--- config.mk ---
export PLATFORM = sky130hd
export DESIGN_NAME = vx_branch_resolver
export DESIGN_NICKNAME = d
export VERILOG_FILES = /design/src/rtl/vx_branch_resolver.sv
export SDC_FILE = /design/constraint.sdc
export NUM_CORES = 1
export LEC_CHECK = 0
export ABC_AREA = 0
export BUFFER_PORTS_ARGS = -buffer_cell sky130_fd_sc_hd__buf_2
export CAP_MARGIN = 20
export CORE_MARGIN = 2
export CORE_UTILIZATION = 55
export DETAILED_ROUTE_END_ITERATION = 7
export GPL_TIMING_DRIVEN = 0
export PLACE_DENSITY_LB_ADDON = 0.3
export SLEW_MARGIN = 20
export SYNTH_ARGS = -nofsm -noshare
export SYNTH_HDL_FRONTEND = slang
export SYNTH_SLANG_ARGS = --single-unit
--- constraint.sdc ---
create_clock -name clk -period 7.4 [get_ports clk]
set_clock_uncertainty 0.05 [all_clocks]
set_input_delay 1.48 -clock clk [delete_from_list [all_inputs] [get_ports clk]]
set_output_delay 1.48 -clock clk [all_outputs]
set_load 0.1 [all_outputs]
--- src/rtl/vx_branch_resolver.sv ---
// vx_branch_resolver: per-ALU-block branch resolution queues, round-robin
// serialised onto a single warp PC update port, plus the warp branch-stall mask.
module vx_branch_resolver #(
    parameter int NUM_BLOCKS = 2,
    parameter int NUM_WARPS  = 4,
    parameter int XLEN       = 32,
    parameter int NW_BITS    = (NUM_WARPS > 1) ? $clog2(NUM_WARPS) : 1,
    parameter int FIFO_DEPTH = 2
) (
    input  logic                         clk,
    input  logic                         reset,
    input  logic [NUM_BLOCKS-1:0]        br_valid,
    input  logic [NUM_BLOCKS*NW_BITS-1:0] br_wid,
    input  logic [NUM_BLOCKS-1:0]        br_taken,
    input  logic [NUM_BLOCKS*XLEN-1:0]   br_dest,
    input  logic                         stall_set_valid,
    input  logic [NW_BITS-1:0]           stall_set_wid,
    output logic                         upd_valid,
    input  logic                         upd_ready,
    output logic [NW_BITS-1:0]           upd_wid,
    output logic                         upd_taken,
    output logic [XLEN-1:0]              upd_pc,
    output logic [NUM_WARPS-1:0]         warp_stalled,
    output logic                         overflow,
    output logic [31:0]                  resolved_count
);

    localparam int PW = $clog2(FIFO_DEPTH);
    localparam int BW = (NUM_BLOCKS > 1) ? $clog2(NUM_BLOCKS) : 1;

    typedef struct packed {
        logic [NW_BITS-1:0] wid;
        logic               taken;
        logic [XLEN-1:0]    dest;
    } entry_t;

    entry_t              mem_q [NUM_BLOCKS][FIFO_DEPTH];
    entry_t              new_e [NUM_BLOCKS];
    logic [PW:0]         rd_q  [NUM_BLOCKS];
    logic [PW:0]         wr_q  [NUM_BLOCKS];
    logic [NUM_BLOCKS-1:0] empty;
    logic [NUM_BLOCKS-1:0] full;
    logic [NUM_BLOCKS-1:0] push;
    logic [NUM_BLOCKS-1:0] pop;
    logic [NUM_BLOCKS-1:0] drop;

    logic [BW-1:0]       rr_q;
    logic [BW-1:0]       rr_gnt;
    logic [BW-1:0]       gnt;
    logic [BW-1:0]       lock_gnt_q;
    logic                lock_q;
    logic                xfer;
    entry_t              head;
    logic [NUM_WARPS-1:0] ws_next;

    always_comb begin
        for (int b = 0; b < NUM_BLOCKS; b++) begin
            empty[b] = (rd_q[b] == wr_q[b]);
            full[b]  = (rd_q[b][PW] != wr_q[b][PW]) &&
                       (rd_q[b][PW-1:0] == wr_q[b][PW-1:0]);
            new_e[b].wid   = br_wid[b*NW_BITS +: NW_BITS];
            new_e[b].taken = br_taken[b];
            new_e[b].dest  = br_dest[b*XLEN +: XLEN];
        end
    end

    // Round-robin search over non-empty queues starting at rr_q.
    always_comb begin
        int  idx;
        logic hit;
        rr_gnt = '0;
        hit    = 1'b0;
        idx    = 0;
        for (int i = 0; i < NUM_BLOCKS; i++) begin
            idx = int'(rr_q) + i;
            if (idx >= NUM_BLOCKS) idx = idx - NUM_BLOCKS;
            if (!hit && !empty[idx]) begin
                hit    = 1'b1;
                rr_gnt = BW'(idx);
            end
        end
    end

    // A stalled grant is locked so late arrivals cannot steal the port.
    assign gnt       = lock_q ? lock_gnt_q : rr_gnt;
    assign upd_valid = ~&empty;
    assign head      = mem_q[gnt][rd_q[gnt][PW-1:0]];
    assign upd_wid   = upd_valid ? head.wid   : '0;
    assign upd_taken = upd_valid ? head.taken : 1'b0;
    assign upd_pc    = upd_valid ? head.dest  : '0;
    assign xfer      = upd_valid && upd_ready;

    always_comb begin
        for (int b = 0; b < NUM_BLOCKS; b++) begin
            pop[b]  = xfer && (gnt == BW'(b));
            push[b] = br_valid[b] && (!full[b] || pop[b]);
            drop[b] = br_valid[b] && full[b] && !pop[b];
        end
    end

    // Set wins over the transfer clear when both hit the same warp.
    always_comb begin
        ws_next = warp_stalled;
        if (xfer) ws_next[upd_wid] = 1'b0;
        if (stall_set_valid) ws_next[stall_set_wid] = 1'b1;
    end

    always_ff @(posedge clk) begin
        for (int b = 0; b < NUM_BLOCKS; b++) begin
            if (push[b]) mem_q[b][wr_q[b][PW-1:0]] <= new_e[b];
        end
    end

    always_ff @(posedge clk or negedge reset) begin
        if (!reset) begin
            for (int b = 0; b < NUM_BLOCKS; b++) begin
                rd_q[b] <= '0;
                wr_q[b] <= '0;
            end
            rr_q           <= '0;
            lock_q         <= 1'b0;
            lock_gnt_q     <= '0;
            warp_stalled   <= '0;
            overflow       <= 1'b0;
            resolved_count <= '0;
        end else begin
            for (int b = 0; b < NUM_BLOCKS; b++) begin
                if (push[b]) wr_q[b] <= wr_q[b] + 1'b1;
                if (pop[b])  rd_q[b] <= rd_q[b] + 1'b1;
            end
            if (|drop) overflow <= 1'b1;
            lock_q     <= upd_valid && !upd_ready;
            lock_gnt_q <= gnt;
            if (xfer) begin
                rr_q <= (gnt == BW'(NUM_BLOCKS - 1)) ? '0 : gnt + 1'b1;
                resolved_count <= resolved_count + 32'd1;
            end
            warp_stalled <= ws_next;
        end
    end

endmodule
==> metrics.cfg <==
[floorplanning]
die-area_mm2 = 0.0151
initial_core_util_pct = 56.2
die_y_um = 123
coreArea_mm2 = 0.0138
ios = 151
row_count = 43
die_width_um = 123

[sta]
maxSlewViolCount = 0
fmax_mhz = 205
tightest_slew_ns = 0.800
relSlewSlack_pct = 46.0
rsz0062_at_grt = no
timing.setup.tns_ns = 0
fin_crit_ns = 4.89
hold_violations = 0
period_share_pct = 66.1
setup_viol = 0

[clocking]
cts_hold_buf = 0
clk_pin_slew_ns = 0.06
worstSkewPairLatency_ns = 0.43
cts_resized = 0
cts_tree = built
cts_root_buf = clkbuf_16
clk_path_buf_depth = 2
cts_sinks = 188
cts.htree.levels = 4
cts_inserted_buffers = 17
post_cts_buffers = 0

[final_layout]
drive_gt1_share_pct = 30.5
n_fill_cell = 965
antenna_cells = 0
syn2layout_area_growth_pct = 22.0
final_nets = 776
mostFrequentLayoutCell = buf_2
most-common-layout-cells = buf_2 (156), edfxtp_1 (140), a211oi_1 (70), dfrtp_1 (48), mux2i_1 (35)

[route]
via_per_inst = 5.72
ant_nets = 0
wirelength_um = 16800
routedWlPerCell_um = 18.9
drt-initial-drc-count = 257
firstDrtPassIters = 5
drc = 0
via_count = 5084

[hold_path]
min_path_type = reg2reg

[yosys]
ys_ff_latch = 188
ys.flop_type = edfxtp_1
synth-async-reset-ratio_pct = 25.5
synth_area_leaders = edfxtp_1 (54%), dfrtp_1 (15%), a211oi_1 (6.8%)
synth_top_area_share_pct = 54.1
netlist_area_mm2 = 0.00777
synth_fp_nets = 597
ys_types = 46
synth_edf_count = 140
yosysWarnings = 0
yosysTopAreaCell = edfxtp_1
yosysSeqAreaShare_pct = 69.5
syn_inst = 518
syn-mean-instance-area_um2 = 15.0

[critical_path]
cp.buffers_inverters = 4
crit_fanout = 10
start_kind = flop
crit_path_frequent_cell = buf_2
cp_slowest_stage_delay_ns = 0.50
cpMaxStageDelayCell = buf_2
crit_family = buffers and inverters
critPathRequiredTime_ns = 5.87
crit_chain = buf_2 -> xnor2_1 -> a21oi_1 -> a21oi_2 -> inv_2 -> clkbuf_1 -> a211oi_1 -> buf_2
critPathArrivalTime_ns = 3.36
crit_type = reg2out
cp-end-kind = output port

[global_route]
grt_usage_pct = 22.9
grt_overflow = 0
grt_antenna_before_repair = 4
grt_max_degree = 49
grt_pass1_vias = 5180
grt_pass1_wl_um = 25900

[place]
hpwl_um = 11700
routabilityCongestion = 0.794
place.port_buffers = 150

[run_status]
status = finished, final reports clean

[job]
cap_violations = 0

## worst reg2reg max path, stage by stage (launching register included)
cell      delay, ns
dfrtp_1        0.35
buf_2          0.16
xnor2_1        0.45
a211o_1        0.22
a31oi_1        0.18
a21boi_0       0.34
nor2b_4        0.56
buf_16         0.24
## Yosys cell counts, drive strengths merged, types with 5 or more instances
| master | count |
|---|---|
| edfxtp | 140 |
| a211oi | 70 |
| dfrtp | 48 |
| mux2i | 35 |
| nor2b | 34 |
| xnor2 | 31 |
| clkbuf | 16 |
| nand2 | 16 |
| xor2 | 15 |
| nand3 | 14 |
| inv | 10 |
| nand4 | 10 |
| buf | 9 |
| a21oi | 8 |
| nor2 | 8 |
| and3 | 6 |
| o211ai | 6 |
| nor3 | 5 |
## area by class of cell
cell class	count	area, um2	area share [%]
Inverter	10	37.5	0.396
Timing Repair Buffer	160	868	9.15
Clock inverter	11	144	1.52
Tap cell	180	225	2.37
Sequential cell	188	5410	57.0
Multi-Input combinational cell	295	2260	23.9
Buffer	25	106	1.12
Clock buffer	20	437	4.60
## stage by stage
stage | hold slack (ns) | instances | instance area (um2) | setup slack, ns | utilization, %
2_1_floorplan | 0.467 | 518 | 7770 | 2.12 | -
3_3_place_gp | 0.408 | 848 | 8750 | 0.271 | 63.3
3_5_place_dp | 0.412 | 858 | 8900 | 3.07 | 64.4
4_1_cts | 0.421 | 889 | 9480 | 2.56 | 68.6
5_1_grt | 0.452 | 889 | 9490 | 2.41 | 68.6
6_report | 0.414 | 889 | 9490 | 2.51 | 68.6
## worst paths after layout
kind / startpoint / to / slack, ns / depth (start not counted)
max in group asynchronous: reset / resolved_count[3] / 5.87 / 1
setup / recovery: rd_q[0] / upd_pc[17] / 2.51 / 8
setup reg to reg: rd_q[0] / mem_q[0][37] / 4.54 / 7
hold reg to reg: resolved_count[31] / resolved_count[31] / 0.41 / 1
hold / removal: resolved_count[31] / resolved_count[31] / 0.41 / 1
min in group asynchronous: reset / resolved_count[5] / 1.02 / 1
## cells by family (layout without fill, tap and decap cells)
logic type                 Yosys count  count (layout)  share of synthesized area (%)
buffers and inverters               35             226                           1.85
adders and majority gates            1               1                          0.161
AOI/OAI and AO/OA                  102             102                           9.83
xor gates and xnor gates            46              46                           5.57
DFF                                188             188                           69.5
muxes                               39              39                           5.09
and+or+nand+nor                    107             107                           7.98
## routing by layer
metal	share of wire (%)	global-route usage [%]
met5	0.14	0
met4	1.5	8.05
met3	6.8	5.67
met2	51	39.6
met1	40	28.2
## registers in the layout, summed over array words and instances, names as in the netlist
| signal | count |
|---|---|
| mem_q | 140 |
| resolved_count | 32 |
| rd_q | 4 |
| warp_stalled | 4 |
| wr_q | 4 |
| lock_gnt_q | 1 |
| lock_q | 1 |
| overflow | 1 |
| rr_q | 1 |
Power is left out: the tool's default activity adds up to more than one toggle a clock period on the data nets, which glitch-free logic cannot reach.
